$ cat src/rtl/timer_alarm_pkg.sv
// Shared alarm definitions: FSM state encoding and the interval-width macro
// used alongside the timer CSR defines.
`define TIMER_ALARM_IW(dw) (2*(dw))

package timer_alarm_pkg;

  typedef enum logic [1:0] {
    ALARM_IDLE = 2'd0,
    ALARM_RUN  = 2'd1,
    ALARM_DONE = 2'd2
  } alarm_state_e;

endpackage

$ cat src/rtl/timer_alarm_cnt.sv
// Loadable down-counter for the alarm interval. Load beats decrement, and the
// count saturates at zero so it never wraps.
module timer_alarm_cnt #(
  parameter int W = 64
) (
  input  logic         clk_i,
  input  logic         rst_i,
  input  logic         cke_i,
  input  logic         load_i,
  input  logic [W-1:0] load_val_i,
  input  logic         en_i,
  output logic [W-1:0] count_o,
  output logic         is_one_o
);

  logic [W-1:0] count_q, count_d;

  always_comb begin
    count_d = count_q;
    if (load_i) begin
      count_d = load_val_i;
    end else if (en_i && (count_q != '0)) begin
      count_d = count_q - W'(1);
    end
  end

  always_ff @(posedge clk_i) begin
    if (rst_i) begin
      count_q <= '0;
    end else if (cke_i) begin
      count_q <= count_d;
    end
  end

  assign count_o  = count_q;
  assign is_one_o = (count_q == W'(1));

endmodule

$ cat src/rtl/timer_alarm_core.sv
// Alarm timer: stages a two-word interval, counts it down and raises a sticky
// interrupt (with overrun tracking) on each expiry, one-shot or auto-reload.
module timer_alarm_core
  import timer_alarm_pkg::*;
#(
  parameter int DATA_W = 32
) (
  input  logic                  clk_i,
  input  logic                  rst_i,
  input  logic                  cke_i,
  input  logic                  en_i,
  input  logic                  periodic_i,
  input  logic [DATA_W-1:0]     wdata_i,
  input  logic                  wstrb_lo_i,
  input  logic                  wstrb_hi_i,
  input  logic                  irq_clr_i,
  output logic [2*DATA_W-1:0]   count_o,
  output logic                  irq_o,
  output logic                  overrun_o,
  output logic                  expired_o,
  output logic                  busy_o
);

  localparam int IW = `TIMER_ALARM_IW(DATA_W);

  alarm_state_e      state_q, state_d;
  logic [DATA_W-1:0] staged_lo_q, staged_lo_d;
  logic [IW-1:0]     load_q, load_d;
  logic              irq_q, irq_d;
  logic              overrun_q, overrun_d;
  logic              expired_q, expired_d;

  logic [IW-1:0]     commit_val;
  logic [IW-1:0]     cnt_load_val;
  logic [IW-1:0]     cnt_value;
  logic              commit, expire, cnt_load, cnt_en, cnt_is_one;

  // A commit always takes the previously staged low word, even when the low
  // strobe fires in the same cycle.
  assign commit     = wstrb_hi_i;
  assign commit_val = {wdata_i, staged_lo_q};
  assign cnt_en     = (state_q == ALARM_RUN) && en_i;
  assign expire     = cnt_en && cnt_is_one && !commit;
  assign cnt_load   = commit || (expire && periodic_i);
  assign cnt_load_val = commit ? commit_val : load_q;

  timer_alarm_cnt #(
    .W(IW)
  ) u_cnt (
    .clk_i      (clk_i),
    .rst_i      (rst_i),
    .cke_i      (cke_i),
    .load_i     (cnt_load),
    .load_val_i (cnt_load_val),
    .en_i       (cnt_en),
    .count_o    (cnt_value),
    .is_one_o   (cnt_is_one)
  );

  always_comb begin
    state_d     = state_q;
    staged_lo_d = staged_lo_q;
    load_d      = load_q;
    irq_d       = irq_q;
    overrun_d   = overrun_q;
    expired_d   = expire;

    if (wstrb_lo_i) begin
      staged_lo_d = wdata_i;
    end

    if (commit) begin
      load_d  = commit_val;
      state_d = (commit_val == '0) ? ALARM_IDLE : ALARM_RUN;
    end else if (expire && !periodic_i) begin
      state_d = ALARM_DONE;
    end

    // Set beats clear; a clear coinciding with an expiry is not an overrun.
    if (expire) begin
      irq_d     = 1'b1;
      overrun_d = irq_clr_i ? 1'b0 : (overrun_q | irq_q);
    end else if (irq_clr_i) begin
      irq_d     = 1'b0;
      overrun_d = 1'b0;
    end
  end

  always_ff @(posedge clk_i) begin
    if (rst_i) begin
      state_q     <= ALARM_IDLE;
      staged_lo_q <= '0;
      load_q      <= '0;
      irq_q       <= 1'b0;
      overrun_q   <= 1'b0;
      expired_q   <= 1'b0;
    end else if (cke_i) begin
      state_q     <= state_d;
      staged_lo_q <= staged_lo_d;
      load_q      <= load_d;
      irq_q       <= irq_d;
      overrun_q   <= overrun_d;
      expired_q   <= expired_d;
    end
  end

  assign count_o   = cnt_value;
  assign irq_o     = irq_q;
  assign overrun_o = overrun_q;
  assign expired_o = expired_q;
  assign busy_o    = (state_q == ALARM_RUN);

endmodule

$ cat config.mk
export PLATFORM = sky130hd
export DESIGN_NAME = timer_alarm_core
export DESIGN_NICKNAME = d
export VERILOG_FILES = /design/src/rtl/timer_alarm_pkg.sv /design/src/rtl/timer_alarm_cnt.sv /design/src/rtl/timer_alarm_core.sv
export SDC_FILE = /design/constraint.sdc
export NUM_CORES = 1
export LEC_CHECK = 0
export ABC_AREA = 1
export CAP_MARGIN = 10
export CORE_UTILIZATION = 52
export CTS_CLUSTER_DIAMETER = 60
export DETAILED_ROUTE_END_ITERATION = 12
export GPL_TIMING_DRIVEN = 0
export PLACE_DENSITY_LB_ADDON = 0.15
export SLEW_MARGIN = 20
export SYNTH_ARGS = -nofsm -noshare
export SYNTH_HDL_FRONTEND = slang
export SYNTH_SLANG_ARGS = --single-unit
export TNS_END_PERCENT = 50
$ cat constraint.sdc
create_clock -name clk_i -period 1.9 [get_ports clk_i]
set_clock_uncertainty 0.15 [all_clocks]
set_input_delay 0.19 -clock clk_i [delete_from_list [all_inputs] [get_ports clk_i]]
set_output_delay 0.19 -clock clk_i [all_outputs]
set_load 0.02 [all_outputs]
After elaboration in Yosys (flattened, before gate mapping)
Cells that the tools add are included.

Add/subtract/negate cells: 1. Equality and inequality tests: 2. Multiplexer cells: 10. Bitwise gates (word level): 1. Reductions and logical operators: 18.

Operators with widths (count): $mux W64 (3); $eq A64 B1 Y1 const B (1); $logic_not A64 Y1 (1); $reduce_bool A64 Y1 (1); $sub A64 B1 Y64 const B (1); $reduce_and A2 Y1 (4); $logic_and A1 B1 Y1 (6); $reduce_bool A2 Y1 (3); $mux W1 (5); $mux W2 (2); $eq A2 B1 Y1 const B (1); $logic_not A1 Y1 (2); $logic_or A1 B1 Y1 (1); $or A1 B1 Y1 (1).

Output and inout bits: 68. Bits of input ports: 40. Logic and storage cells: 39. Register bits: 165.

Logic depth before layout (Yosys ltp)
Word-level depth: 8. Gate-level depth with buffers: 16. Gate-level depth less buffers: 14.

Modules after synthesis
Synthesis repeated with hierarchy kept, for this count alone.

Cells, all modules: 1589. Area total of the unflattened synthesis: 9556.7 um^2.

By module, submodules not included: timer_alarm_cnt (cells an instance 934, times used 1, area each 5043.6 um^2, sequential area each 1281.2 um^2); timer_alarm_core (cells an instance 655, times used 1, area each 4513.1 um^2, sequential area each 2021.9 um^2).

Worst setup path before layout
Ideal clock, no wire load.

Path type: reg2reg. From: register u_cnt.count_q[0] (netlist: u_cnt.count_o[0]). To: register u_cnt.count_q[58] (netlist: u_cnt.count_o[58]). Data required time: 1.639 ns. Stages on the path, launching flop included: 17. Path slack: -0.291 ns. Path buffers: 3. Library setup time: 0.111 ns. Data arrival time: 1.930 ns. Clock period less this slack: 2.191 ns. Cells stage by stage: dfxtp_1 > inv_1 > ha_1 > buf_2 > nand2_2 > nor2_4 > nand2_4 > nor2_4 > nand2_1 > nand2_1 > nand3_2 > nand2_2 > buf_8 > buf_6 > nand2_1 > nand2_1 > nor2_1.

Cells in the longest elaborated chain, start to end: 7. Elaborated cells between the ends (all ways): 12. Those cells by class: add/sub: 1; eq/ne: 1; mux: 2; reduce/logical: 8.

Ends and longest elaborated chain: start, declared (line timer_alarm_cnt.sv:16) `logic [W-1:0] count_q, count_d;`; start signal, assigned (line timer_alarm_cnt.sv:31) `count_q <= count_d;`; branches (longest 7 deep; another with $sub A64 B1 Y64).

Parallel ways; which one is timed is not known. The select of a mux whose other input is x is not followed. A chain may end at the register's enable or synchronous reset.

Final worst setup path
From: register u_cnt.count_q[1] (netlist: u_cnt.count_o[1]). To: register u_cnt.count_q[22] (netlist: u_cnt.count_o[22]).

Same word-level chain as after synthesis.

==> results_dict.tcl <==
set metrics [dict create \
    detailedRoute.firstPassIterationCount 6 \
    post-route-drc-count 0 \
    ir_drop_mv 0.649 \
    max_clock_freq_mhz 434 \
    worstMarginPinSlew_ns 0.656 \
    drv.max_cap_violation_count 0 \
    slew_headroom_pct 56.3 \
    first_global_vias 10331 \
    clock_latency_ns 0.44 \
    hold_path_class "input pin to flip-flop" \
    nets 1875 \
    timing_worst_setup_path_type "flip-flop to flip-flop" \
    setup_viol_count_final 74 \
    worstSetupStartpointType "flip-flop" \
    path_buf_inv 4 \
    mostFrequentLayoutCell "nand2_1" \
    final-hold-violation-count 0 \
    globalRoute.totalOverflow 0 \
    synth.yosys.warnings 0 \
    start_util_pct 53.0 \
    cts_inserted_buffers 17 \
    vias 11628 \
    cts_tree "done" \
    antenna-diode-count 0 \
    global_routing_usage_summed_across_all_routing_layers_pct 37.7 \
    netlist.area_leader.share_pct 33.4 \
    netlist_top_cells_area "dfxtp_1 (33%), nand2_1 (21%), nor2_1 (11%)" \
    share_of_layout_cells_above_drive_strength_1_pct 10.2 \
    worst-path-max-fanout 10 \
    layoutNonFillerInstCount 2080 \
    post-route-util_pct 66.7 \
    antenna_left 0 \
    outcome "finished with violations" \
    die-height_um 140 \
    max_transition_viols_final 0 \
    cell_area_after_technology_mapping_um2 9880 \
    synth_seq_cells 165 \
    design.die.area_um2 19500 \
    synth_sequential_area_ratio_pct 33.4 \
    min_period_over_period_pct 121 \
    synth_cell_types 24 \
    grt_max_degree 19 \
    timing.critical_path.max_delay_family "simple AND/OR/NAND/NOR gates" \
    detail_route.vias_per_cell 5.59 \
    port_buffers 107 \
    crit_slowest_cell "dfxtp_4" \
    core-area_um2 18600 \
    maximum_count_of_clock_buffers_along_a_single_path 2 \
    power.leakage_nw 5.75 \
    place_congestion 0.972 \
    failed_checks "setup timing" \
    synth.net_count 1731 \
    placed_cells 2030 \
    area.growth.synth_to_final_pct 25.9 \
    grt_antenna_before_repair 1 \
    period_needed_ns 2.30 \
    cts.sinks 165 \
    grt_pass1_wl_um 56500 \
    timing.critical_path.cells "inv_4, ha_4, buf_8, nand2_4, nor2_4, nand2_4, nor2_4, nand2_1, nand2_2, nand3_4, nand2_4, buf_12, buf_8, nand2_1, nand2_1, nor2_2" \
    ioPinCount 108 \
    post-dp-hpwl_um 28100 \
    avgSynthCellArea_um2 5.85 \
    routed_wire_length_per_instance_um 17.9 \
    chipWidth_um 140 \
    worst_path_clk_slew_ns 0.08 \
    report.power.total_w 0.0101 \
    fin_worst_hold_slack_ns 0.239 \
    cts_max_level 4 \
    timing.critical_path.slowest_cell_delay_ns 0.36 \
    post_layout_worst_setup_margin_ns -0.404 \
    core.rowCount 50 \
    clockRootBuffer "clkbuf_16" \
    mostFrequentLayoutCells "nand2_1 (550), nor2_1 (243), o21ai_0 (162)" \
    drt_iter0_markers 1218 \
    crit_path_end_kind "flip-flop" \
    rsz0062_at_grt "yes" \
    critical_path_arrival_ns 2.49 \
    synthCells 1689 \
    ctsHoldBuffers 0 \
    powerDensity_nw_per_um2 813 \
    drt_wl_total_um 37300 \
    critical_path_required_ns 2.09 \
    synth.largest_area_cell "dfxtp_1" \
]
==> metrics by stage <==
stage	TNS [ns]	cell area [um2]	setup slack (ns)
after floorplan	-4.05	9910	-0.0691
after global placement	-88.03	11300	-0.869
after detailed placement	-88.22	11300	-0.845
after CTS	-17.98	12200	-0.281
after global routing	-31.31	12400	-0.476
final	-23.60	12400	-0.404
==> cell type report <==
| cell class | count | area (um2) |
|---|---|---|
| plain buffers | 86 | 563 |
| clock buffers | 17 | 425 |
| clock inverters | 15 | 161 |
| fillers | 1819 | 6210 |
| inverters | 156 | 591 |
| multi-input cells | 1282 | 5840 |
| flip-flops and latches | 165 | 3310 |
| well taps | 234 | 293 |
| repair buffers | 125 | 1250 |
==> sequential cells by signal (all words and copies together) (netlist names) <==
name	count
expired_o	1
irq_o	1
load_q	64
overrun_o	1
staged_lo_q	32
state_q	2
u_cnt.count_o	64
==> synth_stat cells <==
| master | n |
|---|---|
| buf_4 | 1 |
| buf_6 | 12 |
| ha_1 | 2 |
| nor2_4 | 5 |
| nand2_4 | 1 |
| clkbuf_1 | 45 |
| dfxtp_1 | 165 |
| buf_8 | 1 |
| a21oi_1 | 89 |
| buf_2 | 14 |
| xor2_1 | 19 |
| o21ai_0 | 163 |
| buf_1 | 13 |
| nand2_1 | 563 |
| nand3b_1 | 1 |
| a211oi_1 | 9 |
| nor4_1 | 16 |
| nand3_1 | 99 |
| nand4_1 | 6 |
| nor2_2 | 6 |
| inv_1 | 156 |
| nor2_1 | 296 |
| nand3_2 | 2 |
| nand2_2 | 5 |
==> final timing paths <==
kind	slack [ns]	start	cells past startpoint	to
setup / recovery	-0.40	u_cnt.count_o[1]	16	u_cnt.count_o[22]
hold reg to reg	0.33	expired_o	2	expired_o
hold / removal	0.24	wdata_i[6]	3	load_q[38]
setup reg to reg	-0.40	u_cnt.count_o[1]	16	u_cnt.count_o[22]
==> report_power, final <==
part	switching [W]	internal, W	leakage (nW)	total, W
clock	0.00175	0.00176	0.286	0.00351
combinational	0.00173	0.000943	4.11	0.00267
sequential	0.000230	0.00369	1.36	0.00392
total	0.00371	0.00640	5.75	0.0101
==> worst reg2reg max path, cell delays in order (launching register included) <==
cell	delay (ns)
dfxtp_4	0.36
inv_4	0.08
ha_4	0.14
buf_8	0.12
nand2_4	0.08
nor2_4	0.16
nand2_4	0.08
nor2_4	0.13
nand2_1	0.10
nand2_2	0.10
nand3_4	0.07
nand2_4	0.14
buf_12	0.18
buf_8	0.15
nand2_1	0.06
nand2_1	0.08
nor2_2	0.05
==> metal layers <==
layer	share of wire [%]	vias up	global-route usage, %
met5	0	-	0
met4	4.7	0	16.7
met3	8.4	121	6.09
met2	45	616	60.3
met1	42	5297	49.9
li1	-	5594	-
==> repair_timing <==
action	4_1_cts	5_1_grt
gates resized for setup	66	74
gates cloned	0	2
setup buffers	12	4
endpoints found under the setup margin	137	144
pin swaps	5	4
==> logic make-up (layout without fill, tap and decap cells) <==
group           after synthesis  in the layout  synth area share (%)
flops                       165            165                  33.4
buf+inv                     242            399                  10.4
simple gates               1000           1000                  40.7
compound gates              261            261                  13.5
fa+ha+maj                     2              2                 0.253
xor+xnor                     19             19                  1.69
No activity file was read; power rests on OpenSTA's default activity.
